File: config.mk
export PLATFORM = sky130hd
export DESIGN_NAME = request_demux_bridge_flat
export DESIGN_NICKNAME = d
export VERILOG_FILES = /design/src/rtl/request_demux_bridge_if.sv /design/src/rtl/request_demux_bridge.sv /design/src/flat_wrapper.sv
export SDC_FILE = /design/constraint.sdc
export NUM_CORES = 1
export LEC_CHECK = 0
export BUFFER_PORTS_ARGS = -buffer_cell sky130_fd_sc_hd__buf_2
export CAP_MARGIN = 20
export CORE_AREA = 5 5 93 95
export DETAILED_ROUTE_END_ITERATION = 10
export DIE_AREA = 0 0 98 100
export GPL_TIMING_DRIVEN = 1
export PLACE_DENSITY = 0.69
export SYNTH_ARGS = -nofsm -noshare
export SYNTH_HDL_FRONTEND = slang
export SYNTH_SLANG_ARGS = --single-unit
File: constraint.sdc
create_clock -name clk -period 4.3 [get_ports clk]
set_input_delay 0 -clock clk [delete_from_list [all_inputs] [get_ports clk]]
set_output_delay 0 -clock clk [all_outputs]
set_load 0.02 [all_outputs]
File: src/rtl/request_demux_bridge_if.sv
// Request-side bus bundle of the demux bridge: master request leg, fanned-out
// slave request legs, slave grant/response-valid feedback and the error response leg.
interface request_demux_bridge_if #(
    parameter int N_SLAVE    = 16,
    parameter int ADDR_WIDTH = 32,
    parameter int DATA_WIDTH = 32,
    parameter int BE_WIDTH   = DATA_WIDTH / 8,
    parameter int AUX_WIDTH  = 8
);
    logic                  data_req_i;
    logic [ADDR_WIDTH-1:0] data_add_i;
    logic                  data_wen_i;
    logic [DATA_WIDTH-1:0] data_wdata_i;
    logic [BE_WIDTH-1:0]   data_be_i;
    logic [AUX_WIDTH-1:0]  data_aux_i;
    logic                  data_gnt_o;

    logic [N_SLAVE-1:0]    data_req_o;
    logic [ADDR_WIDTH-1:0] data_add_o;
    logic                  data_wen_o;
    logic [DATA_WIDTH-1:0] data_wdata_o;
    logic [BE_WIDTH-1:0]   data_be_o;
    logic [AUX_WIDTH-1:0]  data_aux_o;
    logic [N_SLAVE-1:0]    data_gnt_i;
    logic [N_SLAVE-1:0]    data_r_valid_i;

    logic                  err_r_valid_o;
    logic [DATA_WIDTH-1:0] err_r_rdata_o;
    logic                  err_r_opc_o;
    logic [AUX_WIDTH-1:0]  err_r_aux_o;

    modport master (
        output data_req_i, data_add_i, data_wen_i, data_wdata_i, data_be_i, data_aux_i,
        input  data_gnt_o,
        input  data_req_o, data_add_o, data_wen_o, data_wdata_o, data_be_o, data_aux_o,
        output data_gnt_i, data_r_valid_i,
        input  err_r_valid_o, err_r_rdata_o, err_r_opc_o, err_r_aux_o
    );

    modport slave (
        input  data_req_i, data_add_i, data_wen_i, data_wdata_i, data_be_i, data_aux_i,
        output data_gnt_o,
        output data_req_o, data_add_o, data_wen_o, data_wdata_o, data_be_o, data_aux_o,
        input  data_gnt_i, data_r_valid_i,
        output err_r_valid_o, err_r_rdata_o, err_r_opc_o, err_r_aux_o
    );
endinterface

File: src/rtl/request_demux_bridge.sv
// Routes one master request port to N_SLAVE slave ports by address field, keeps
// outstanding traffic on a single target so responses stay ordered, and answers unmapped targets locally.
module request_demux_bridge #(
    parameter int                    N_SLAVE    = 16,
    parameter int                    ADDR_WIDTH = 32,
    parameter int                    DATA_WIDTH = 32,
    parameter int                    BE_WIDTH   = DATA_WIDTH / 8,
    parameter int                    AUX_WIDTH  = 8,
    parameter int                    SEL_LSB    = 12,
    parameter int                    MAX_OUT    = 4,
    parameter logic [DATA_WIDTH-1:0] ERR_DATA   = 'hBADACCE5
) (
    input  logic                 clk,
    input  logic                 rst,
    request_demux_bridge_if.slave bus
);
    localparam int SEL_W = (N_SLAVE > 1) ? $clog2(N_SLAVE) : 1;
    localparam int CUR_W = $clog2(N_SLAVE + 1);
    localparam int CNT_W = $clog2(MAX_OUT + 1);
    localparam logic [CUR_W-1:0] ERR_T   = CUR_W'(N_SLAVE);
    localparam logic [CNT_W-1:0] CNT_MAX = CNT_W'(MAX_OUT);

    logic [CNT_W-1:0]     cnt_q;
    logic [CUR_W-1:0]     cur_q;
    logic [CUR_W-1:0]     tgt;
    logic                 err_valid_q;
    logic                 err_opc_q;
    logic [DATA_WIDTH-1:0] err_rdata_q;
    logic [AUX_WIDTH-1:0] err_aux_q;

    logic                 stall;
    logic                 is_err;
    logic                 slv_gnt;
    logic                 gnt;
    logic                 hs;
    logic                 rsp;
    logic                 dec;
    logic [N_SLAVE-1:0]   req_vec;

    // Target index N_SLAVE is the error pseudo-slave for selects beyond the last port.
    if (N_SLAVE == 1) begin : g_single
        assign tgt = '0;
    end else begin : g_multi
        logic [SEL_W-1:0] sel;
        assign sel = bus.data_add_i[SEL_LSB +: SEL_W];
        assign tgt = (CUR_W'(sel) >= ERR_T) ? ERR_T : CUR_W'(sel);
    end

    // Switching target is only safe once every outstanding response has returned.
    assign stall  = ~rst & ((cnt_q == CNT_MAX) | ((cnt_q != '0) & (tgt != cur_q)));
    assign is_err = (tgt == ERR_T);

    // NOTE: every always_comb output gets a default first so no latch is inferred.
    always_comb begin
        req_vec = '0;
        slv_gnt = 1'b0;
        rsp     = err_valid_q;
        for (int i = 0; i < N_SLAVE; i++) begin
            if (tgt == CUR_W'(i)) begin
                req_vec[i] = bus.data_req_i & ~stall;
                slv_gnt    = req_vec[i] & bus.data_gnt_i[i];
            end
            if (cur_q == CUR_W'(i)) begin
                rsp = bus.data_r_valid_i[i];
            end
        end
    end

    assign gnt = is_err ? (bus.data_req_i & ~stall) : slv_gnt;
    assign hs  = bus.data_req_i & gnt;
    assign dec = rsp & (cnt_q != '0);

    // NOTE: sequential state uses non-blocking assignments so all registers update together.
    always_ff @(posedge clk) begin
        if (rst) begin
            cnt_q       <= '0;
            cur_q       <= '0;
            err_valid_q <= 1'b0;
            err_opc_q   <= 1'b0;
            err_rdata_q <= '0;
            err_aux_q   <= '0;
        end else begin
            if (hs) begin
                cur_q <= tgt;
            end
            case ({hs, dec})
                2'b10:   cnt_q <= cnt_q + CNT_W'(1);
                2'b01:   cnt_q <= cnt_q - CNT_W'(1);
                default: cnt_q <= cnt_q;
            endcase
            // Error leg is idle-zero between single-cycle pulses.
            err_valid_q <= hs & is_err;
            err_opc_q   <= hs & is_err;
            err_rdata_q <= (hs & is_err) ? ERR_DATA : '0;
            err_aux_q   <= (hs & is_err) ? bus.data_aux_i : '0;
        end
    end

    assign bus.data_req_o    = req_vec;
    assign bus.data_gnt_o    = gnt;
    assign bus.data_add_o    = bus.data_add_i;
    assign bus.data_wen_o    = bus.data_wen_i;
    assign bus.data_wdata_o  = bus.data_wdata_i;
    assign bus.data_be_o     = bus.data_be_i;
    assign bus.data_aux_o    = bus.data_aux_i;
    assign bus.err_r_valid_o = err_valid_q;
    assign bus.err_r_rdata_o = err_rdata_q;
    assign bus.err_r_opc_o   = err_opc_q;
    assign bus.err_r_aux_o   = err_aux_q;
endmodule

File: src/flat_wrapper.sv
// flat-port wrapper written by rule: the top's interface ports become plain ports
module request_demux_bridge_flat 
#(
    parameter int                    N_SLAVE    = 16,
    parameter int                    ADDR_WIDTH = 32,
    parameter int                    DATA_WIDTH = 32,
    parameter int                    BE_WIDTH   = DATA_WIDTH / 8,
    parameter int                    AUX_WIDTH  = 8,
    parameter int                    SEL_LSB    = 12,
    parameter int                    MAX_OUT    = 4,
    parameter logic [DATA_WIDTH-1:0] ERR_DATA   = 'hBADACCE5
)
  (clk, rst, bus_data_req_i, bus_data_add_i, bus_data_wen_i, bus_data_wdata_i, bus_data_be_i, bus_data_aux_i, bus_data_gnt_o, bus_data_req_o, bus_data_add_o, bus_data_wen_o, bus_data_wdata_o, bus_data_be_o, bus_data_aux_o, bus_data_gnt_i, bus_data_r_valid_i, bus_err_r_valid_o, bus_err_r_rdata_o, bus_err_r_opc_o, bus_err_r_aux_o);
  request_demux_bridge_if #(.N_SLAVE(N_SLAVE), .ADDR_WIDTH(ADDR_WIDTH), .DATA_WIDTH(DATA_WIDTH), .BE_WIDTH(BE_WIDTH), .AUX_WIDTH(AUX_WIDTH)) bus_i ();
  input  logic clk;
  input  logic rst;
  input wire logic [$bits(bus_i.data_req_i)-1:0] bus_data_req_i;
  input wire logic [$bits(bus_i.data_add_i)-1:0] bus_data_add_i;
  input wire logic [$bits(bus_i.data_wen_i)-1:0] bus_data_wen_i;
  input wire logic [$bits(bus_i.data_wdata_i)-1:0] bus_data_wdata_i;
  input wire logic [$bits(bus_i.data_be_i)-1:0] bus_data_be_i;
  input wire logic [$bits(bus_i.data_aux_i)-1:0] bus_data_aux_i;
  output wire logic [$bits(bus_i.data_gnt_o)-1:0] bus_data_gnt_o;
  output wire logic [$bits(bus_i.data_req_o)-1:0] bus_data_req_o;
  output wire logic [$bits(bus_i.data_add_o)-1:0] bus_data_add_o;
  output wire logic [$bits(bus_i.data_wen_o)-1:0] bus_data_wen_o;
  output wire logic [$bits(bus_i.data_wdata_o)-1:0] bus_data_wdata_o;
  output wire logic [$bits(bus_i.data_be_o)-1:0] bus_data_be_o;
  output wire logic [$bits(bus_i.data_aux_o)-1:0] bus_data_aux_o;
  input wire logic [$bits(bus_i.data_gnt_i)-1:0] bus_data_gnt_i;
  input wire logic [$bits(bus_i.data_r_valid_i)-1:0] bus_data_r_valid_i;
  output wire logic [$bits(bus_i.err_r_valid_o)-1:0] bus_err_r_valid_o;
  output wire logic [$bits(bus_i.err_r_rdata_o)-1:0] bus_err_r_rdata_o;
  output wire logic [$bits(bus_i.err_r_opc_o)-1:0] bus_err_r_opc_o;
  output wire logic [$bits(bus_i.err_r_aux_o)-1:0] bus_err_r_aux_o;
  assign bus_i.data_req_i = bus_data_req_i;
  assign bus_i.data_add_i = bus_data_add_i;
  assign bus_i.data_wen_i = bus_data_wen_i;
  assign bus_i.data_wdata_i = bus_data_wdata_i;
  assign bus_i.data_be_i = bus_data_be_i;
  assign bus_i.data_aux_i = bus_data_aux_i;
  assign bus_data_gnt_o = bus_i.data_gnt_o;
  assign bus_data_req_o = bus_i.data_req_o;
  assign bus_data_add_o = bus_i.data_add_o;
  assign bus_data_wen_o = bus_i.data_wen_o;
  assign bus_data_wdata_o = bus_i.data_wdata_o;
  assign bus_data_be_o = bus_i.data_be_o;
  assign bus_data_aux_o = bus_i.data_aux_o;
  assign bus_i.data_gnt_i = bus_data_gnt_i;
  assign bus_i.data_r_valid_i = bus_data_r_valid_i;
  assign bus_err_r_valid_o = bus_i.err_r_valid_o;
  assign bus_err_r_rdata_o = bus_i.err_r_rdata_o;
  assign bus_err_r_opc_o = bus_i.err_r_opc_o;
  assign bus_err_r_aux_o = bus_i.err_r_aux_o;
  request_demux_bridge #(.N_SLAVE(N_SLAVE), .ADDR_WIDTH(ADDR_WIDTH), .DATA_WIDTH(DATA_WIDTH), .BE_WIDTH(BE_WIDTH), .AUX_WIDTH(AUX_WIDTH), .SEL_LSB(SEL_LSB), .MAX_OUT(MAX_OUT), .ERR_DATA(ERR_DATA)) u_core (.clk(clk), .rst(rst), .bus(bus_i));
endmodule
==> summary.md, run 1 <==
| Metric | Value |
|---|---|
| Setup bufs post-CTS | 0 |
| Critical-path cell list | mux4_2 -> mux4_2 -> nor2b_1 -> ha_1 -> inv_1 -> fa_1 -> xor2_1 -> or3_1 -> a21oi_1 |
| H-Tree Depth | 1 |
| Iter 0 DRT Violations | 63 |
| Clk_skew | 0.00437 ns |
| DR pass1 iterations | 4 |
| Layout fillers | 868 |
| First-pass GRT wire length | 5310 um |
| Register area share after synthesis | 8.18% |
| RSZ-0062 raised after global routing | false |
| CP peak stage delay | 0.55 ns |
| GRT overflow | 0 |
| CP dominant cell by count | mux4_2 |
| GRT Overall Usage | 6.76% |
| Fin cells | 298 |
| Grt met3 use | 3.68% |
| Cell Rows | 32 |
| Sink Count | 7 |
| Power, Total | 0.405 mW |
| Setup TNS | 0 ns |
| Slew Viols, Final | 0 |
| Post-synthesis cell area | 0.00171 mm^2 |
| Drt drc | 0 |
| Inst Count DP | 294 |
| Hold Fails Final Rpt | 0 |
| Count of yosys warnings during synthesis | 0 |
| Ports | 248 |
| Total CTS buffers | 3 |
| Largest net degree at the start of global routing | 18 |
| WHS | 0.00000704 ns |
| Final worst slack | 1.52 ns |
| Most common cell after layout, fill and taps aside | buf_2 |
| P&R area growth vs syn | -18.0% |
| Post-layout min period | 2.78 ns |
| Max cap viols | 0 |
| Crit end category | register |
| Die span in y | 100 um |
| Vias | 1104 |
| Die Area | 0.00980 mm^2 |
| Core ar. | 0.00765 mm^2 |
| Hold/Removal Path Class | in -> out |
| TritonCTS clock tree | yes |
| Tcrit/Tclk final | 64.7% |
| Count of cell types in the netlist | 34 |
| Skew-Pair Late Insertion Delay | 0.23 ns |
| Port Buffers | 59 |
| Vias per inst | 3.70 |
| Setup violators final | 0 |
| Cell area after layout | 0.00140 mm^2 |
| Peak supply drop | 65.5 uV |
| Initial antenna violation count | 0 |
| Arrival @ worst endpoint | 2.95 ns |
| Routability cong. | 0.759 |
| Pwr/cell area | 289 mW/mm^2 |
| Critical Path RT | 4.46 ns |
| CP max stage cell | mux4_2 |
| Placed Area | 0.00136 mm^2 |
| Post-detailed-routing wire length | 3700 um |
| Status | completed |
| FMAX | 359 MHz |
| Critical path startpoint category | register |
| Clk slew on worst S/H paths | 0.04 ns |
| WL per Instance | 12.4 um |
| Post_cts resized | 0 |
| Die W | 98 um |
| Lkg Pwr | 0.676 nW |
| Final core occ | 18.4% |
| Mean Syn Cell Area | 7.86 um^2 |
| GR Layer Usage met2 | 11.5% |
| Post-DP HPWL | 3160 um |
| Post-DRT Antenna Nets | 0 |
| Hold Buf Count CTS | 0 |
| Worst Path Class, Setup | reg -> reg |
| Global route hottest layer | met2 |
| ANT cells | 0 |
| Worst-path fanout max | 6 |
| Final #Nets | 311 |
| Initial Utilization | 22.4% |
| Number of global-route vias before repair | 1081 |
| Commonest cells after routing, fill and taps aside | 59 x buf_2, 42 x conb_1, 15 x nor2_1 |
| Placement Setup Slack | 1.43 ns |
| FF+latch count, synth | 7 |
| Max Root-Sink Buffers | 2 |
| Cells after Synth | 218 |
| Root buf cell | clkbuf_8 |
| Share of layout cells above drive strength 1 | 35.2% |
| Met1 GRT Util | 6.59% |
-- path summary, 6_finish.rpt --
path	slack [ns]	endpoint	startpoint	depth (start not counted)
worst min-delay path	0.000007	bus_data_wdata_o[12]	bus_data_wdata_i[12]	0
worst max register to register	1.52	u_core.cnt_q[2]	u_core.cur_q[0]	9
worst max-delay path	1.52	u_core.cnt_q[2]	u_core.cur_q[0]	9
worst min register to register	0.51	u_core.cnt_q[2]	u_core.cnt_q[2]	2
-- final cells by class --
type                       instances  area, um^2  area share, %
clock buffer                       4        45.0           3.21
inverter                           6        22.5           1.60
multi-input combinational        120         773           55.1
sequential                         7         140           9.98
tap                              102         128           9.09
timing repair buffer              59         295           21.0
-- per-layer routing --
layer  share of wire [%]  vias up
met4                 3.6        0
met5                   0        -
met1                  31      496
met2                  51       85
met3                  14       24
li1                    -      499
-- state kept, by name, summed over array words and instances (netlist names) --
name / count
u_core.cur_q: 4
u_core.cnt_q: 3
-- logic make-up after synthesis --
kind of cell / after synthesis / synth area share, %
xor+xnor: 6 / 3.07
fa+ha+maj: 2 / 1.90
flops: 7 / 8.18
mux: 13 / 13.2
simple gates: 41 / 11.8
other cells: 1 / 0.219
buf+inv: 132 / 55.7
compound gates: 16 / 5.99
-- worst max-delay path, delay by kind of cell, from the launching register on --
family,cells,cell delay [ns]
compound gates,1,0.15
xor+xnor,1,0.07
fa+ha+maj,2,0.40
buf+inv,1,0.07
flops,1,0.53
mux,2,1.04
simple gates,2,0.46
-- power by group --
part	switching (mW)	total (mW)	internal, mW
clock	0.0313	0.0957	0.0644
combinational	0.125	0.209	0.0835
sequential	0.0208	0.101	0.0801
total	0.177	0.405	0.228
-- synthesized netlist by cell type (all sizes together) --
cell / number / area share (%)
a21boi: 1 / 0.44
nand2: 4 / 0.88
a21oi: 4 / 1.2
o22ai: 1 / 0.37
nor2: 15 / 3.3
mux2i: 5 / 2.9
nor2b: 2 / 0.73
clkbuf: 3 / 0.66
conb: 1 / 0.22
a211oi: 1 / 0.44
xor2: 2 / 1.0
buf: 123 / 54
mux4: 7 / 9.6
or3b: 1 / 0.51
nor3: 6 / 1.8
and2: 1 / 0.37
nand2b: 9 / 3.3
inv: 6 / 1.3
a22o: 1 / 0.51
a211o: 1 / 0.51
ha: 1 / 0.73
o21ai: 4 / 1.2
o2111ai: 1 / 0.51
o211ai: 2 / 0.88
dfxtp: 7 / 8.2
fa: 1 / 1.2
or3: 1 / 0.37
xnor2: 4 / 2.0
nand3: 2 / 0.58
mux2: 1 / 0.66
No activity file was read; power rests on OpenSTA's default activity.
==> run 2, diff against run 1 <==
- clock period: 4.3 -> 2.7 ns (I/O delays scaled with it)
==> run 2 against run 1 <==
Net effect: sequential cell count unchanged; global-route usage rose by 0.25 points; maximum frequency is 9.0% higher; combinational power increased by 67%; sequential share of layout area fell by 0.077 points; first-iteration DRC count fell by 27%; critical path depth did not move; clock power increased by 65%; cell area is 3.5% higher; hold slack hardly changed.
==> summary.md, run 2 (synthesis gave the netlist of run 1 again) <==
| Metric | Value |
|---|---|
| Peak supply drop | 96.3 uV (was 65.5 uV) |
| Hold Fails Final Rpt | 0 (unchanged) |
| Critical path startpoint category | register (unchanged) |
| Cell area after layout | 0.00145 mm^2 (was 0.00140 mm^2) |
| Tcrit/Tclk final | 94.6% (was 64.7%) |
| Vias | 1131 (was 1104) |
| Sink Count | 7 (unchanged) |
| Skew-Pair Late Insertion Delay | 0.24 ns (was 0.23 ns) |
| Max Root-Sink Buffers | 2 (unchanged) |
| Final #Nets | 317 (was 311) |
| Worst-path fanout max | 5 (was 6) |
| H-Tree Depth | 1 (unchanged) |
| Slew Viols, Final | 0 (unchanged) |
| Routability cong. | 0.742 (was 0.759) |
| Root buf cell | clkbuf_8 (unchanged) |
| ANT cells | 0 (unchanged) |
| Number of global-route vias before repair | 1108 (was 1081) |
| Clk slew on worst S/H paths | 0.04 ns (about the same) |
| TritonCTS clock tree | yes (unchanged) |
| DR pass1 iterations | 4 (unchanged) |
| Largest net degree at the start of global routing | 13 (was 18) |
| R2R depth | 9 (unchanged) |
| Hold/Removal Path Class | in -> out (unchanged) |
| Hold_sp | bus_data_wdata_i[23] (was bus_data_wdata_i[12]) |
| Setup violators final | 0 (unchanged) |
| Met2 wire len | 1830 um (was 1890 um) |
| Arrival @ worst endpoint | 2.72 ns (was 2.95 ns) |
| Hold Buf Count CTS | 0 (unchanged) |
| RSZ-0062 raised after global routing | false (unchanged) |
| Crit path to | u_core.cnt_q[2] (unchanged) |
| Setup TNS | 0 ns (unchanged) |
| Share of layout cells above drive strength 1 | 37.6% (was 35.2%) |
| Clk_skew | 0.00372 ns (was 0.00437 ns) |
| Crit. Startpoint | u_core.cur_q[0] (unchanged) |
| WL per Instance | 12.5 um (was 12.4 um) |
| Max reg flops | 4 (unchanged) |
| Post-detailed-routing wire length | 3790 um (was 3700 um) |
| Crit end category | register (unchanged) |
| Drt drc | 0 (unchanged) |
| Vias per inst | 3.72 (was 3.70) |
| Die span in y | 100 um (unchanged) |
| GRT Overall Usage | 7.01% (was 6.76%) |
| First-pass GRT wire length | 5400 um (was 5310 um) |
| Pwr/cell area | 459 mW/mm^2 (was 289 mW/mm^2) |
| Setup bufs post-CTS | 0 (unchanged) |
| Worst Path Class, Setup | reg -> reg (unchanged) |
| Max layer used | met4 (unchanged) |
| Placed Area | 0.00140 mm^2 (was 0.00136 mm^2) |
| FF-to-FF Start | u_core.cur_q[0] (unchanged) |
| Core ar. | 0.00765 mm^2 (unchanged) |
| Post-DRT Antenna Nets | 0 (unchanged) |
| Worst reg2reg endpoint | u_core.cnt_q[2] (unchanged) |
| Critical Path RT | 2.87 ns (was 4.46 ns) |
| Ports | 248 (unchanged) |
| FMAX | 392 MHz (was 359 MHz) |
| P&R area growth vs syn | -15.2% (was -18.0%) |
| Register bank with the most flops | u_core.cur_q (unchanged) |
| Status | completed (unchanged) |
| Lkg Pwr | 0.708 nW (was 0.676 nW) |
| GRT overflow | 0 (unchanged) |
| Die Area | 0.00980 mm^2 (unchanged) |
| Wl on met1 | 1200 um (was 1140 um) |
| Initial antenna violation count | 0 (unchanged) |
| Reg2Reg Setup Slack | 0.15 ns (was 1.52 ns) |
| Most common cell after layout, fill and taps aside | buf_2 (unchanged) |
| Die W | 98 um (unchanged) |
| Initial Utilization | 22.4% (unchanged) |
| Commonest cells after routing, fill and taps aside | 59 x buf_2, 42 x conb_1, 15 x nor2_1 (unchanged) |
| Total CTS buffers | 3 (unchanged) |
| Port Buffers | 59 (unchanged) |
| Post-DP HPWL | 3290 um (was 3160 um) |
| Top flop regs | u_core.cur_q x4, u_core.cnt_q x3 (unchanged) |
| Cell Rows | 32 (unchanged) |
| Post-layout min period | 2.55 ns (was 2.78 ns) |
| Iter 0 DRT Violations | 46 (was 63) |
| Max cap viols | 0 (unchanged) |
| WL met3 | 510 um (was 534 um) |
==> run 2: changes by cell type in the layout (fill, tap and decap cells not counted) <==
cell     previous run  this run
dfxtp_4             0         1
dfxtp_1             7         6
buf_4               0         6
==> run 2: area by class of cell <==
type                            instances  area [um^2]
Inverter                                6         22.5
Sequential cell                         7          144
Tap cell                              102          128
Fill cell                             873         6190
Timing Repair Buffer                   65          340
Clock buffer                            4         45.0
Multi-Input combinational cell        120          773
==> run 2: critical path, stage by stage, from the launching register on <==
cell and delay (ns):
dfxtp_4 0.38, mux4_2 0.49, mux4_2 0.46, nor2b_1 0.14, ha_1 0.24, inv_1 0.08
fa_1 0.17, xor2_1 0.07, or3_1 0.31, a21oi_1 0.14
==> run 2: worst min-delay path by stage <==
stage | cells past startpoint | to | slack, ns
6_report | 0 | bus_data_wdata_o[23] | 0.000007
5_1_grt | 0 | bus_data_add_o[21] | 0.00003
4_1_cts | 0 | bus_data_add_o[16] | 0.0001
3_5_place_dp | 0 | bus_data_add_o[16] | 0.0001
3_3_place_gp | 0 | bus_data_add_o[16] | 0.0001
2_1_floorplan | 1 | bus_data_add_o[0] | 0.11
==> run 2: timing repair <==
action                                 in CTS  in global routing
resized for setup                           0                  2
setup endpoints to repair                   0                  2
endpoints found under the hold margin       0                  0
==> run 2: routing by layer <==
| metal | up-vias | track usage [%] |
|---|---|---|
| met1 | 499 | 6.76 |
| met3 | 28 | 2.92 |
| li1 | 513 | - |
| met5 | - | 0 |
| met2 | 91 | 11.2 |
| met4 | 0 | 6.92 |
==> run 2: report_power, final <==
part / total, mW / switching (mW) / internal, mW
clock: 0.158 / 0.0550 / 0.103
sequential: 0.158 / 0.0303 / 0.128
combinational: 0.350 / 0.204 / 0.146
==> run 2: metrics by stage <==
step / hold WS, ns / std cells / worst slack [ns] / util (%) / total power [mW]
finish: 0.00000705 / 304 / 0.146 / 19.0 / 0.666
global route: 0.0000292 / 304 / 0.0196 / 19.0 / 0.726
CTS: 0.000137 / 304 / 0.00709 / 18.9 / 0.671
detailed placement: 0.000137 / 300 / 0.0151 / 18.4 / 0.513
global placement: 0.000137 / 300 / 0.106 / 18.4 / 0.500
floorplan: 0.113 / 259 / 0.134 / - / 0.626
